`src/rtl/mux_pkg.sv`:
```
// rtl/mux_pkg.sv - shared mode encodings, channel-count limits and index helper
package mux_pkg;

    localparam logic MODE_FIXED = 1'b0;
    localparam logic MODE_RR    = 1'b1;

    localparam int NUM_CH_MIN = 2;
    localparam int NUM_CH_MAX = 32;

    // Channel index that follows idx, wrapping from n-1 back to 0.
    function automatic int next_index(input int idx, input int n);
        return (idx + 1 >= n) ? 0 : idx + 1;
    endfunction

endpackage

```
`src/rtl/rr_arbiter.sv`:
```
// rtl/rr_arbiter.sv - round-robin priority search starting at a rotating pointer
module rr_arbiter
    import mux_pkg::*;
#(
    parameter  int NUM_CH    = 16,
    localparam int SEL_WIDTH = $clog2(NUM_CH)
) (
    input  logic [NUM_CH-1:0]    req_i,
    input  logic [SEL_WIDTH-1:0] ptr_i,
    output logic [SEL_WIDTH-1:0] grant_o,
    output logic                 grant_valid_o
);

    // Walk every channel once, beginning at ptr_i, and take the first requester.
    always_comb begin
        int idx;
        grant_o       = '0;
        grant_valid_o = 1'b0;
        idx           = int'(ptr_i);
        for (int i = 0; i < NUM_CH; i++) begin
            if (!grant_valid_o && req_i[idx]) begin
                grant_o       = SEL_WIDTH'(idx);
                grant_valid_o = 1'b1;
            end
            idx = next_index(idx, NUM_CH);
        end
    end

endmodule

```
`src/rtl/rr_mux_reg.sv`:
```
// rtl/rr_mux_reg.sv - fixed/round-robin channel mux into a single registered output stage
module rr_mux_reg
    import mux_pkg::*;
#(
    parameter  int BUS_WIDTH = 32,
    parameter  int NUM_CH    = 16,
    localparam int SEL_WIDTH = $clog2(NUM_CH)
) (
    input  logic                        clk_in,
    input  logic                        nreset_in,
    input  logic [NUM_CH*BUS_WIDTH-1:0] data_in,
    input  logic [NUM_CH-1:0]           valid_in,
    output logic [NUM_CH-1:0]           ready_out,
    input  logic                        mode_in,
    input  logic [SEL_WIDTH-1:0]        sel_in,
    output logic [BUS_WIDTH-1:0]        y_out,
    output logic                        valid_out,
    input  logic                        ready_in,
    output logic [SEL_WIDTH-1:0]        grant_out
);

    if (NUM_CH < NUM_CH_MIN || NUM_CH > NUM_CH_MAX) begin : g_num_ch_check
        $error("rr_mux_reg: NUM_CH outside legal range");
    end

    logic [BUS_WIDTH-1:0] y_q, y_d;
    logic [SEL_WIDTH-1:0] grant_q, grant_d;
    logic                 valid_q, valid_d;
    logic [SEL_WIDTH-1:0] rr_ptr_q, rr_ptr_d;

    logic [SEL_WIDTH-1:0] rr_grant;
    logic                 rr_grant_valid;
    logic [SEL_WIDTH-1:0] grant_idx;
    logic                 grant_vld;
    logic                 open;
    logic                 load;

    rr_arbiter #(
        .NUM_CH (NUM_CH)
    ) u_rr_arbiter (
        .req_i         (valid_in),
        .ptr_i         (rr_ptr_q),
        .grant_o       (rr_grant),
        .grant_valid_o (rr_grant_valid)
    );

    // Pick the granted channel for this cycle; an out-of-range fixed select grants nobody.
    always_comb begin
        grant_idx = '0;
        grant_vld = 1'b0;
        if (mode_in == MODE_RR) begin
            grant_idx = rr_grant;
            grant_vld = rr_grant_valid;
        end else begin
            grant_idx = sel_in;
            grant_vld = (int'(sel_in) < NUM_CH) && valid_in[sel_in];
        end
    end

    assign open      = !valid_q || ready_in;
    assign load      = nreset_in && open && grant_vld;
    assign ready_out = load ? (NUM_CH'(1) << grant_idx) : '0;

    // Next-state: load the granted word when open, drop valid when open with nothing granted.
    always_comb begin
        y_d      = y_q;
        grant_d  = grant_q;
        valid_d  = valid_q;
        rr_ptr_d = rr_ptr_q;
        if (open) begin
            valid_d = grant_vld;
            if (grant_vld) begin
                y_d     = data_in[int'(grant_idx)*BUS_WIDTH +: BUS_WIDTH];
                grant_d = grant_idx;
                if (mode_in == MODE_RR) begin
                    rr_ptr_d = SEL_WIDTH'(next_index(int'(grant_idx), NUM_CH));
                end
            end
        end
    end

    // Output register and rotating pointer; reset discards any held word at once.
    always_ff @(posedge clk_in or negedge nreset_in) begin
        if (!nreset_in) begin
            y_q      <= '0;
            grant_q  <= '0;
            valid_q  <= 1'b0;
            rr_ptr_q <= '0;
        end else begin
            y_q      <= y_d;
            grant_q  <= grant_d;
            valid_q  <= valid_d;
            rr_ptr_q <= rr_ptr_d;
        end
    end

    assign y_out     = y_q;
    assign valid_out = valid_q;
    assign grant_out = grant_q;

endmodule

```
`config.mk`:
```
export PLATFORM = sky130hd
export DESIGN_NAME = rr_mux_reg
export DESIGN_NICKNAME = d
export VERILOG_FILES = /design/src/rtl/mux_pkg.sv /design/src/rtl/rr_arbiter.sv /design/src/rtl/rr_mux_reg.sv
export SDC_FILE = /design/constraint.sdc
export NUM_CORES = 1
export LEC_CHECK = 0
export ABC_AREA = 1
export BUFFER_PORTS_ARGS = -buffer_cell sky130_fd_sc_hd__buf_2
export CAP_MARGIN = 20
export CORE_AREA = 2 2 231 233
export CTS_CLUSTER_SIZE = 40
export DETAILED_ROUTE_END_ITERATION = 8
export DIE_AREA = 0 0 233 235
export GPL_TIMING_DRIVEN = 0
export PLACE_DENSITY = 0.58
export RECOVER_POWER = 100
export SLEW_MARGIN = 20
export SYNTH_ARGS = -nofsm -noshare
export SYNTH_HDL_FRONTEND = slang
export SYNTH_SLANG_ARGS = --single-unit
```
`constraint.sdc`:
```
create_clock -name clk_in -period 6.8 [get_ports clk_in]
set_input_delay 1.36 -clock clk_in [delete_from_list [all_inputs] [get_ports clk_in]]
set_output_delay 1.36 -clock clk_in [all_outputs]
set_load 0.05 [all_outputs]
```
==> flow_metrics.tcl <==
set metrics [dict create \
    drt_wl_total_um 90810 \
    fillers 5855 \
    synth_nets 2989 \
    slowest_delay_ps 400 \
    synth_cells 2435 \
    grt_pass1_wl_um 125200 \
    die_area_um2 54760 \
    clk_pin_slew_worst_paths_ps 70 \
    placed_cell_area_um2 17070 \
    max_slew_margin_pct 33.09 \
    num_vias 20576 \
    synth_cell_types 44 \
    worstReg2RegStart "rr_ptr_q[0]$_DFFE_PN0P_" \
    cp.arrival_ps 6650 \
    required_ps 5440 \
    multiInputGateArea_um2 12030 \
    gp_congestion 0.9880 \
    cts_buffer_depth 2 \
    gr-total-overflow 0 \
    htree_num_levels 2 \
    endpoint_kind "output port" \
    pre_cts_slack_ps -2295 \
    syn_area_per_cell_um2 5.303 \
    hold_class "reg2reg" \
    grt_usage_pct 31.06 \
    drc_errors 0 \
    port_buffers 577 \
    regArea_um2 1030 \
    slew_viol_final 0 \
    clockRootBuffer "clkbuf_16" \
    synth_common_cells "557 x nand3_1, 551 x nand2_1, 302 x inv_1" \
    tns_ps -19370 \
    drive_above_1_share_pct 41.91 \
    insertion_delay_ps 310 \
    failed_checks "setup timing" \
    setup_ws_ps -1210 \
    final_util_pct 40.45 \
    ys_warn_count 0 \
    drt-initial-drc-count 1984 \
    worstMarginPinSlew_ps 1008 \
    cpMostUsedCell "nand2_4" \
    grt_max_degree 44 \
    rsz0062_at_grt "yes" \
    cts.sinks 41 \
    min-delay-start "grant_out[3]$_DFFE_PN0P_" \
    layout.nets 3712 \
    placementRows 84 \
    critPathSlowestCell "dfrtp_2" \
    hold_violations 0 \
    synth.ff_latch_count 41 \
    synth.top_cell.area_share_pct 21.59 \
    syn2layout_area_growth_pct 63.61 \
    startpoint_type "flip-flop" \
    synth_edf_count 0 \
    fp.coreArea_um2 52240 \
    drtAntennaViolNets 0 \
    period_minus_slack_ps 8010 \
    dpl.hpwl_um 71680 \
    netlist_area_um2 12910 \
    cts_tree "yes" \
    synth_top_area_cell "nand3_1" \
    clock_skew_ps 10.88 \
    fp.dieW_um 233 \
    die_y_um 235 \
    synthFlopType "dfrtp_1" \
    ys_top_cells_by_area "nand3_1 22%, nand2_1 16%, nand3b_1 9.6%, inv_1 8.8%, dfrtp_1 7.9%" \
    antenna_found_initial 30 \
    grt_pass1_vias 19211 \
    crit_type "reg2out" \
    critPathLaunch "rr_ptr_q[0]$_DFFE_PN0P_" \
    finalCritPeriodShare_pct 117.8 \
    cap_violations 0 \
    ys_seq_area_share_pct 7.946 \
    wl_per_cell_um 23.50 \
    first_pass_iters 6 \
    postSynth.asyncResetShare_pct 100.0 \
    cp_max_fo 6 \
    status "finished, violations left" \
    io_pins 589 \
    fmax_mhz 124.8 \
    cts_buffers 5 \
    finalSetupViolations 24 \
    cts_hold_buf 0 \
    post-synth-top-count-cell "nand3_1" \
    initial_core_util_pct 24.72 \
    postLayoutCellArea_um2 21130 \
    viasPerCell 5.325 \
]
[cell families after synthesis]
logic type | Yosys count | share of synthesized area (%)
AO/OA/AOI/OAI | 305 | 14.53
XOR/XNOR | 1 | 0.06784
adder cells (fa/ha/maj) | 18 | 1.744
buffers and inverters | 503 | 15.83
flip-flops | 41 | 7.946
multiplexers | 1 | 0.08720
AND/OR/NAND/NOR | 1566 | 59.80
[registers in the layout, summed over array words and instances (netlist names)]
signal     cells
y_out         32
valid_out      1
grant_out      4
rr_ptr_q       4
[worst paths after layout]
kind	to	slack [ps]	cells past startpoint
max	ready_out[3]	-1210	51
min	grant_out[3]$_DFFE_PN0P_	500	2
max reg2reg	rr_ptr_q[0]$_DFFE_PN0P_	-110	51
min reg2reg	grant_out[3]$_DFFE_PN0P_	500	2
max in group asynchronous	rr_ptr_q[0]$_DFFE_PN0P_	5200	1
min in group asynchronous	valid_out$_DFFE_PN0N_	1070	1
[metal layers]
metal  GRT usage [%]  vias up  part of all wire, %
met5               0        -                0.047
met4           16.19        6                  5.8
met3           4.066      232                  8.1
met2           50.40     1183                   46
met1           39.89     9640                   40
li1                -     9515                    -
[timing repair]
item | 4_1_cts | 5_1_grt
gates cloned | 4 | 3
endpoints found under the hold margin | 0 | 0
pin swaps | 93 | 157
resized for setup | 264 | 508
setup endpoints to repair | 56 | 56
setup buffers | 86 | 48
[worst max-delay path, delay by kind of cell (launching register included)]
kind / cells / cell delay [ps]
adders and majority gates: 3 / 600
AOI/OAI and AO/OA: 3 / 660
buffers and inverters: 12 / 1210
and+or+nand+nor: 33 / 3460
DFF: 1 / 400
[cells in the final DEF (no fill, tap or decap), drive strengths merged]
master    instances
nand3           569
bufinv            1
xor2              1
nor2            182
clkinvlp          2
a21boi           27
ha               18
o221ai           18
nand4             6
nand2           608
nand3b          166
clkinv            4
o2111ai           7
o21ai           113
buf             769
a21oi            83
o311ai            4
a31o              1
clkbuf          124
o211ai           41
inv             324
nor4              1
diode            17
o22ai             8
or2              34
nor3              3
mux2              1
dfrtp            41
a211oi            3
[metrics by stage]
stage                     hold slack, ps  cells
final                              499.4   3864
after floorplan                    604.8   2435
after global routing               547.8   3863
after global placement             460.7   3700
after detailed placement           472.0   3700
after CTS                          488.8   3798
[layout make-up]
type	instances	area share, %
antenna	17	0.2014
clock inverter	1	0.1421
multi-input combinational	1894	56.94
sequential	41	4.874
buffer	172	7.054
inverter	330	6.236
clock buffer	7	0.6752
tap	688	4.075
timing repair buffer	714	19.80
Power is not shown: default switching activity piles up to over one toggle a cycle in this logic, so the estimate is an artifact.
